$ cat config.mk
export PLATFORM = sky130hd
export DESIGN_NAME = alu_share_arbiter_flat
export DESIGN_NICKNAME = d
export VERILOG_FILES = /design/src/rtl/alu_share_arbiter_if.sv /design/src/rtl/alu_share_arbiter.sv /design/src/flat_wrapper.sv
export SDC_FILE = /design/constraint.sdc
export NUM_CORES = 1
export LEC_CHECK = 0
export ABC_AREA = 1
export CAP_MARGIN = 20
export CORE_AREA = 2 2 109 111
export DETAILED_ROUTE_END_ITERATION = 10
export DIE_AREA = 0 0 111 113
export DONT_BUFFER_PORTS = 1
export PLACE_DENSITY_LB_ADDON = 0.12
export SYNTH_ARGS = -nofsm -noshare
export SYNTH_HDL_FRONTEND = slang
export SYNTH_SLANG_ARGS = --single-unit
$ cat constraint.sdc
create_clock -name clk -period 4.7 [get_ports clk]
set_input_delay 1.41 -clock clk [delete_from_list [all_inputs] [get_ports clk]]
set_output_delay 1.41 -clock clk [all_outputs]
set_load 0.03 [all_outputs]
$ cat src/rtl/alu_share_arbiter_if.sv
// ---------------------------------------------------------------------------
// alu_share_arbiter_if
// Purpose : Groups the bus signals around the shared ALU arbiter. These are
//           the two requester channels, the ALU drive and return path, and
//           the tagged response channel.
// Modports:
//   slave  - the arbiter. It receives requests and ALU outputs, and drives
//            the ALU inputs, the response channel and busy.
//   master - the environment: requesters, ALU instance and response consumer.
// Signals :
//   reqN_valid/ready/a/b/ctrl  requester N operation handshake (N = 0, 1)
//   alu_a/alu_b/alu_control    drive into the combinational ALU
//   alu_result/zero/neg        ALU outputs
//   rsp_valid/ready/id/result/zero/neg  response channel tagged by requester
//   busy                       arbiter is not idle
// ---------------------------------------------------------------------------
interface alu_share_arbiter_if #(
    parameter int LENGTH = 32
);
    logic              req0_valid;
    logic              req0_ready;
    logic [LENGTH-1:0] req0_a;
    logic [LENGTH-1:0] req0_b;
    logic [3:0]        req0_ctrl;

    logic              req1_valid;
    logic              req1_ready;
    logic [LENGTH-1:0] req1_a;
    logic [LENGTH-1:0] req1_b;
    logic [3:0]        req1_ctrl;

    logic [LENGTH-1:0] alu_a;
    logic [LENGTH-1:0] alu_b;
    logic [3:0]        alu_control;
    logic [LENGTH-1:0] alu_result;
    logic              alu_zero;
    logic              alu_neg;

    logic              rsp_valid;
    logic              rsp_ready;
    logic              rsp_id;
    logic [LENGTH-1:0] rsp_result;
    logic              rsp_zero;
    logic              rsp_neg;

    logic              busy;

    modport slave (
        input  req0_valid, req0_a, req0_b, req0_ctrl,
        input  req1_valid, req1_a, req1_b, req1_ctrl,
        input  alu_result, alu_zero, alu_neg,
        input  rsp_ready,
        output req0_ready, req1_ready,
        output alu_a, alu_b, alu_control,
        output rsp_valid, rsp_id, rsp_result, rsp_zero, rsp_neg,
        output busy
    );

    modport master (
        output req0_valid, req0_a, req0_b, req0_ctrl,
        output req1_valid, req1_a, req1_b, req1_ctrl,
        output alu_result, alu_zero, alu_neg,
        output rsp_ready,
        input  req0_ready, req1_ready,
        input  alu_a, alu_b, alu_control,
        input  rsp_valid, rsp_id, rsp_result, rsp_zero, rsp_neg,
        input  busy
    );
endinterface

$ cat src/rtl/alu_share_arbiter.sv
// ---------------------------------------------------------------------------
// alu_share_arbiter
// Purpose : Time-shares one combinational ALU between two requesters. It
//           accepts one operation at a time (round-robin when both ask),
//           drives the ALU for one cycle and returns the captured result and
//           flags on a response channel tagged with the requester ID.
// Ports   :
//   clk  - system clock, rising edge
//   rst  - asynchronous, active-high reset
//   arb  - alu_share_arbiter_if.slave bundle (requests, ALU, response, busy)
// ---------------------------------------------------------------------------
module alu_share_arbiter #(
    parameter int LENGTH = 32
) (
    input  logic                clk,
    input  logic                rst,
    alu_share_arbiter_if.slave  arb
);
    typedef enum logic [1:0] {
        IDLE = 2'd0,
        EXEC = 2'd1,
        RESP = 2'd2
    } state_t;

    // Unused control code: the ALU outputs 0 for it, so the ALU stays quiet
    // between operations.
    localparam logic [3:0] CTRL_NOP = 4'b1111;

    state_t            state_q,      state_d;
    logic              last_grant_q, last_grant_d;
    logic [LENGTH-1:0] alu_a_q,      alu_a_d;
    logic [LENGTH-1:0] alu_b_q,      alu_b_d;
    logic [3:0]        alu_ctrl_q,   alu_ctrl_d;
    logic              rsp_valid_q,  rsp_valid_d;
    logic              rsp_id_q,     rsp_id_d;
    logic [LENGTH-1:0] rsp_result_q, rsp_result_d;
    logic              rsp_zero_q,   rsp_zero_d;
    logic              rsp_neg_q,    rsp_neg_d;

    logic              grant_vld;
    logic              grant_id;

    // Arbitration only happens in IDLE. When both requesters ask, the one
    // that was not served last wins, so a waiting requester is served at the
    // next grant.
    always_comb begin
        grant_vld = 1'b0;
        grant_id  = 1'b0;
        if (state_q == IDLE) begin
            if (arb.req0_valid && arb.req1_valid) begin
                grant_vld = 1'b1;
                grant_id  = ~last_grant_q;
            end else if (arb.req0_valid) begin
                grant_vld = 1'b1;
                grant_id  = 1'b0;
            end else if (arb.req1_valid) begin
                grant_vld = 1'b1;
                grant_id  = 1'b1;
            end
        end
    end

    // Next-state and datapath next values. Every register holds by default.
    always_comb begin
        state_d      = state_q;
        last_grant_d = last_grant_q;
        alu_a_d      = alu_a_q;
        alu_b_d      = alu_b_q;
        alu_ctrl_d   = alu_ctrl_q;
        rsp_valid_d  = rsp_valid_q;
        rsp_id_d     = rsp_id_q;
        rsp_result_d = rsp_result_q;
        rsp_zero_d   = rsp_zero_q;
        rsp_neg_d    = rsp_neg_q;

        case (state_q)
            IDLE: begin
                if (grant_vld) begin
                    state_d      = EXEC;
                    last_grant_d = grant_id;
                    rsp_id_d     = grant_id;
                    alu_a_d      = grant_id ? arb.req1_a    : arb.req0_a;
                    alu_b_d      = grant_id ? arb.req1_b    : arb.req0_b;
                    alu_ctrl_d   = grant_id ? arb.req1_ctrl : arb.req0_ctrl;
                end
            end
            EXEC: begin
                // The ALU has had a full cycle to settle on the latched operands.
                rsp_result_d = arb.alu_result;
                rsp_zero_d   = arb.alu_zero;
                rsp_neg_d    = arb.alu_neg;
                rsp_valid_d  = 1'b1;
                state_d      = RESP;
            end
            RESP: begin
                if (rsp_valid_q && arb.rsp_ready) begin
                    rsp_valid_d = 1'b0;
                    alu_ctrl_d  = CTRL_NOP;
                    state_d     = IDLE;
                end
            end
            default: begin
                state_d = IDLE;
            end
        endcase
    end

    always_ff @(posedge clk or posedge rst) begin
        if (rst) begin
            state_q      <= IDLE;
            last_grant_q <= 1'b1;   // port 0 wins the first contested grant
            alu_a_q      <= '0;
            alu_b_q      <= '0;
            alu_ctrl_q   <= CTRL_NOP;
            rsp_valid_q  <= 1'b0;
            rsp_id_q     <= 1'b0;
            rsp_result_q <= '0;
            rsp_zero_q   <= 1'b0;
            rsp_neg_q    <= 1'b0;
        end else begin
            state_q      <= state_d;
            last_grant_q <= last_grant_d;
            alu_a_q      <= alu_a_d;
            alu_b_q      <= alu_b_d;
            alu_ctrl_q   <= alu_ctrl_d;
            rsp_valid_q  <= rsp_valid_d;
            rsp_id_q     <= rsp_id_d;
            rsp_result_q <= rsp_result_d;
            rsp_zero_q   <= rsp_zero_d;
            rsp_neg_q    <= rsp_neg_d;
        end
    end

    assign arb.req0_ready  = grant_vld && !grant_id;
    assign arb.req1_ready  = grant_vld &&  grant_id;
    assign arb.alu_a       = alu_a_q;
    assign arb.alu_b       = alu_b_q;
    assign arb.alu_control = alu_ctrl_q;
    assign arb.rsp_valid   = rsp_valid_q;
    assign arb.rsp_id      = rsp_id_q;
    assign arb.rsp_result  = rsp_result_q;
    assign arb.rsp_zero    = rsp_zero_q;
    assign arb.rsp_neg     = rsp_neg_q;
    assign arb.busy        = (state_q != IDLE);
endmodule
$ cat src/flat_wrapper.sv
// flat-port wrapper written by rule: the top's interface ports become plain ports
module alu_share_arbiter_flat 
#(
    parameter int LENGTH = 32
)
  (clk, rst, arb_req0_valid, arb_req0_a, arb_req0_b, arb_req0_ctrl, arb_req1_valid, arb_req1_a, arb_req1_b, arb_req1_ctrl, arb_alu_result, arb_alu_zero, arb_alu_neg, arb_rsp_ready, arb_req0_ready, arb_req1_ready, arb_alu_a, arb_alu_b, arb_alu_control, arb_rsp_valid, arb_rsp_id, arb_rsp_result, arb_rsp_zero, arb_rsp_neg, arb_busy);
  alu_share_arbiter_if #(.LENGTH(LENGTH)) arb_i ();
  input  logic clk;
  input  logic rst;
  input wire logic [$bits(arb_i.req0_valid)-1:0] arb_req0_valid;
  input wire logic [$bits(arb_i.req0_a)-1:0] arb_req0_a;
  input wire logic [$bits(arb_i.req0_b)-1:0] arb_req0_b;
  input wire logic [$bits(arb_i.req0_ctrl)-1:0] arb_req0_ctrl;
  input wire logic [$bits(arb_i.req1_valid)-1:0] arb_req1_valid;
  input wire logic [$bits(arb_i.req1_a)-1:0] arb_req1_a;
  input wire logic [$bits(arb_i.req1_b)-1:0] arb_req1_b;
  input wire logic [$bits(arb_i.req1_ctrl)-1:0] arb_req1_ctrl;
  input wire logic [$bits(arb_i.alu_result)-1:0] arb_alu_result;
  input wire logic [$bits(arb_i.alu_zero)-1:0] arb_alu_zero;
  input wire logic [$bits(arb_i.alu_neg)-1:0] arb_alu_neg;
  input wire logic [$bits(arb_i.rsp_ready)-1:0] arb_rsp_ready;
  output wire logic [$bits(arb_i.req0_ready)-1:0] arb_req0_ready;
  output wire logic [$bits(arb_i.req1_ready)-1:0] arb_req1_ready;
  output wire logic [$bits(arb_i.alu_a)-1:0] arb_alu_a;
  output wire logic [$bits(arb_i.alu_b)-1:0] arb_alu_b;
  output wire logic [$bits(arb_i.alu_control)-1:0] arb_alu_control;
  output wire logic [$bits(arb_i.rsp_valid)-1:0] arb_rsp_valid;
  output wire logic [$bits(arb_i.rsp_id)-1:0] arb_rsp_id;
  output wire logic [$bits(arb_i.rsp_result)-1:0] arb_rsp_result;
  output wire logic [$bits(arb_i.rsp_zero)-1:0] arb_rsp_zero;
  output wire logic [$bits(arb_i.rsp_neg)-1:0] arb_rsp_neg;
  output wire logic [$bits(arb_i.busy)-1:0] arb_busy;
  assign arb_i.req0_valid = arb_req0_valid;
  assign arb_i.req0_a = arb_req0_a;
  assign arb_i.req0_b = arb_req0_b;
  assign arb_i.req0_ctrl = arb_req0_ctrl;
  assign arb_i.req1_valid = arb_req1_valid;
  assign arb_i.req1_a = arb_req1_a;
  assign arb_i.req1_b = arb_req1_b;
  assign arb_i.req1_ctrl = arb_req1_ctrl;
  assign arb_i.alu_result = arb_alu_result;
  assign arb_i.alu_zero = arb_alu_zero;
  assign arb_i.alu_neg = arb_alu_neg;
  assign arb_i.rsp_ready = arb_rsp_ready;
  assign arb_req0_ready = arb_i.req0_ready;
  assign arb_req1_ready = arb_i.req1_ready;
  assign arb_alu_a = arb_i.alu_a;
  assign arb_alu_b = arb_i.alu_b;
  assign arb_alu_control = arb_i.alu_control;
  assign arb_rsp_valid = arb_i.rsp_valid;
  assign arb_rsp_id = arb_i.rsp_id;
  assign arb_rsp_result = arb_i.rsp_result;
  assign arb_rsp_zero = arb_i.rsp_zero;
  assign arb_rsp_neg = arb_i.rsp_neg;
  assign arb_busy = arb_i.busy;
  alu_share_arbiter #(.LENGTH(LENGTH)) u_core (.clk(clk), .rst(rst), .arb(arb_i));
endmodule
; ---- Word-level counts from Yosys, hierarchy flattened
; Cells that the tools add are included.
[classes]
mux = 18
n_bitwise = 1
eq_ne = 4
reduce_logical = 13
[ops]
columns = op, count
row1 = $mux W32, 2
row2 = $mux W4, 3
row3 = $mux W1, 8
row4 = $pmux W4 S2, 1
row5 = $pmux W2 S3, 1
row6 = $reduce_and A2 Y1, 3
row7 = $reduce_bool A2 Y1, 3
row8 = $logic_and A1 B1 Y1, 4
row9 = $mux W2, 2
row10 = $ne A2 B1 Y1 const B, 2
row11 = $reduce_and A3 Y1, 1
row12 = $eq A2 B1 Y1 const B, 1
row13 = $eq A2 B2 Y1 const B, 1
row14 = $logic_not A2 Y1, 1
row15 = $pmux W1 S2, 1
row16 = $logic_not A1 Y1, 1
row17 = $not A1 Y1, 1
[word_totals]
inputBits = 175
output_inout_bits = 107
word_cells = 46
ff_bits = 107

; ---- Depth between registers and ports, before layout
[depth]
depth_word = 7
mapped_depth = 9

; ---- Worst setup path after synthesis
; No wires, ideal clock.
[synth_path]
path_kind = input port to output port
start = input arb_req0_valid
end = output arb_req0_ready
setup_slack_ns = 1.292
n_path_buf = 1
path_stages = 5
arrival_time_ns = 1.998
cell_sequence = nand2_1 nand3_2 nand2_2 inv_2 buf_2
[synth_between]
elab_chain_cells = 5
[synth_lines]
columns = element, line
row1 = from (decl), flat_wrapper.sv:10  ; input wire logic [$bits(arb_i.req0_valid)-1:0] arb_req0_valid;
row2 = $mux W1 or $logic_and A1 B1 Y1 (tied branches), "alu_share_arbiter.sv:53, alu_share_arbiter.sv:50"
row3 = $mux W1, alu_share_arbiter.sv:50  ; if (arb.req0_valid && arb.req1_valid) begin
row4 = $mux W1, alu_share_arbiter.sv:49  ; if (state_q == IDLE) begin
row5 = $logic_not A1 Y1, alu_share_arbiter.sv:134  ; assign arb.req0_ready = grant_vld && !grant_id;
row6 = $logic_and A1 B1 Y1 *, alu_share_arbiter.sv:134
row7 = to (decl), flat_wrapper.sv:22  ; output wire logic [$bits(arb_i.req0_ready)-1:0] arb_req0_ready;
; Every way passes the cells marked *; elsewhere a longest branch is shown, timed or not.

; ---- Worst setup path in the final report
; Ends and elaborated chain as after synthesis.

==> flow_summary.json <==
{
  "outcome": "finished, final reports clean",
  "reg2reg_to": "u_core.arb.alu_b[5]$_DFFE_PP0P_",
  "vias": 3214,
  "yosysSeqAreaShare_pct": 58.78,
  "register_area_um2": 2684,
  "drive_gt1_share_pct": 17.58,
  "ant_nets": 0,
  "ys_warn_count": 0,
  "tritoncts": "yes",
  "synth_top_cell_area_share_pct": 55.91,
  "grt_max_degree": 82,
  "path_delay_family": "simple AND/OR/NAND/NOR gates",
  "syn_area_um2": 4566,
  "clk_pin_slew_ps": 70,
  "worst_slack_ps": 1334,
  "synth_area_leaders": "dfrtp_1 (56%), nand2_1 (17%), mux2_2 (8.4%), nand3_1 (7.5%), dfstp_2 (2.9%)",
  "cts_resized": 0,
  "n_antenna_cell": 0,
  "areaGrowthSynthToFinish_pct": 8.112,
  "globalRouteOverflowTotal": 0,
  "syn-num-nets": 650,
  "rows": 39,
  "grt_antenna_before_repair": 0,
  "cp_max_fo": 8,
  "synth_most_common_cell": "nand2_1",
  "slowest_delay_ps": 200,
  "die_h_um": 113,
  "fp.dieW_um": 111,
  "cts_max_level": 3,
  "yosys_register_bits": 107,
  "drt_wl_total_um": 11120,
  "finalCritPeriodShare_pct": 71.61,
  "via_per_inst": 5.226,
  "post-place-ws_ps": 1344,
  "tns_ps": 0,
  "grt_pass1_vias": 3099,
  "design.core.area_um2": 11270,
  "synth_top_area_cell": "dfrtp_1",
  "relSlewSlack_pct": 38.45,
  "r2r_cells": 8,
  "min_period_ps": 3366,
  "cts_hold_buf": 0,
  "startpoint_type": "primary input",
  "cp.depth": 4,
  "fin_skew_ps": 6.562,
  "crit_chain": "nand2_1, nand3_2, nand2_2, inv_2",
  "slew_violations": 0,
  "multi_input_area_um2": 1662,
  "crit_start": "arb_req0_valid",
  "synth_common_cells": "nand2_1 (203), dfrtp_1 (102), nand3_1 (68)",
  "cp.required_ps": 3290,
  "reg2reg_slack_ps": 2610,
  "setup-violations-final": 0,
  "drc": 0,
  "fill_cells": 1079,
  "io-pin-count": 282,
  "leakage_nw": 2.316,
  "worst_slew_pin_slew_ps": 920.1,
  "dr.pass1.iters": 4,
  "clock_latency_ps": 340,
  "cts.sinks": 107,
  "fmax_mhz": 297.1,
  "port_buffers": 0,
  "start_util_pct": 40.50,
  "crit_arrival_ps": 1960,
  "path_class": "primary input to output port",
  "cts_buffers": 9,
  "drv_cap": 0,
  "grt_pass1_wl_um": 16950,
  "crit_buf_inv": 1,
  "cts.path.max_buffers": 2,
  "gp_congestion": 0.8600,
  "hold_viol": 0,
  "cp_slowest_cell": "nand3_2",
  "async_flop_share_pct": 100.0,
  "syn_inst": 475,
  "hold_path.class": "flip-flop to flip-flop",
  "critPathCaptureType": "output port",
  "die_area_um2": 12540,
  "rsz0062_at_grt": "no",
  "p_per_area_nw_per_um2": 942.7,
  "worstSetupEndpoint": "arb_req0_ready",
  "final_nets": 642,
  "place_hpwl_um": 7944,
  "synth-edff-count": 0,
  "grt_usage_pct": 17.35,
  "cts-root-buf": "clkbuf_16",
  "synth.distinct_cells": 20,
  "post_cts_buffers": 0,
  "r2r_start": "u_core.state_q[0]$_DFFE_PP0P_",
  "drt_iter0_drc": 130,
  "synth.avg_cell_area_um2": 9.612,
  "synthFlopType": "dfrtp_1",
  "wl_per_cell_um": 18.07,
  "ir_worst_vdd_v": 0.0004207
}
==> worst register-to-register path, delay by kind of cell (launching register included) <==
kind / cells / cell delay (ps)
and+or+nand+nor: 5 / 710
buffers and inverters: 3 / 890
DFF: 1 / 440
==> power breakdown <==
part	switching (mW)	total, mW	internal, mW
registers	1.30	2.71	1.41
logic	0.706	1.19	0.485
clock network	0.335	0.752	0.417
==> worst min path at each step <==
| stage | cells after the start | start | end |
|---|---|---|---|
| after floorplan | 2 | u_core.last_grant_q$_DFFE_PP1P_ | u_core.last_grant_q$_DFFE_PP1P_ |
| after global placement | 2 | u_core.last_grant_q$_DFFE_PP1P_ | u_core.last_grant_q$_DFFE_PP1P_ |
| after detailed placement | 2 | u_core.last_grant_q$_DFFE_PP1P_ | u_core.last_grant_q$_DFFE_PP1P_ |
| after CTS | 2 | u_core.last_grant_q$_DFFE_PP1P_ | u_core.last_grant_q$_DFFE_PP1P_ |
| after global routing | 2 | u_core.last_grant_q$_DFFE_PP1P_ | u_core.last_grant_q$_DFFE_PP1P_ |
| final | 2 | u_core.last_grant_q$_DFFE_PP1P_ | u_core.last_grant_q$_DFFE_PP1P_ |
==> logic make-up (layout without fill, tap and decap cells) <==
| group | Yosys count | after routing | share of synthesized area, % |
|---|---|---|---|
| AND/OR/NAND/NOR | 294 | 294 | 27.43 |
| buffers and inverters | 37 | 34 | 4.987 |
| AO/OA/AOI/OAI | 3 | 3 | 0.4111 |
| multiplexers | 34 | 34 | 8.386 |
| flip-flops | 107 | 107 | 58.78 |
==> state kept, by name, indices dropped and copies added (netlist names), 2 cells and up <==
signal,flops
u_core.arb.alu_a,32
u_core.arb.alu_b,32
u_core.arb.rsp_result,32
u_core.arb.alu_control,4
u_core.state_q,2
==> per-stage QoR <==
step                      cells  instance area [µm²]  hold WS [ps]  utilization, %  total power [mW]
after floorplan             475                 4566         443.1               -             3.673
after global placement      598                 4606         469.9           40.86             3.926
after detailed placement    598                 4606         468.5           40.86             3.953
after CTS                   614                 4908         479.6           43.55             4.720
after global routing        615                 4936         502.0           43.79             4.945
final                       615                 4936         475.6           43.79             4.653
==> final cells by class <==
cell class | instances | area share (%)
flip-flops and latches | 107 | 54.37
multi-input cells | 331 | 33.66
clock buffers | 9 | 4.563
well taps | 143 | 3.625
clock inverters | 7 | 1.572
repair buffers | 5 | 1.166
inverters | 13 | 1.039
==> layer usage <==
layer,global-route usage (%),vias up,wire (µm)
met5,0,-,0
met4,8.917,0,271
met3,5.356,21,965
met2,29.04,187,5600
met1,20.27,1501,4279
li1,-,1505,-
==> placed cells by master, fill, tap and decap left out <==
cell type   instances
inv_6               1
nor2_1              3
buf_4               4
nand3_1            68
mux2_2             34
bufinv_16           1
inv_1               8
clkinv_4            3
nor2_4              2
nand4_1             3
buf_16              1
nand2_2            13
nand2_1           203
clkinv_2            1
clkinvlp_4          1
a21oi_1             2
nand3_2             1
o21ai_4             1
nor2_2              1
dfstp_2             5
dfrtp_1           102
clkbuf_16           9
inv_4               1
inv_2               4
(Power assumes the default switching activity.)
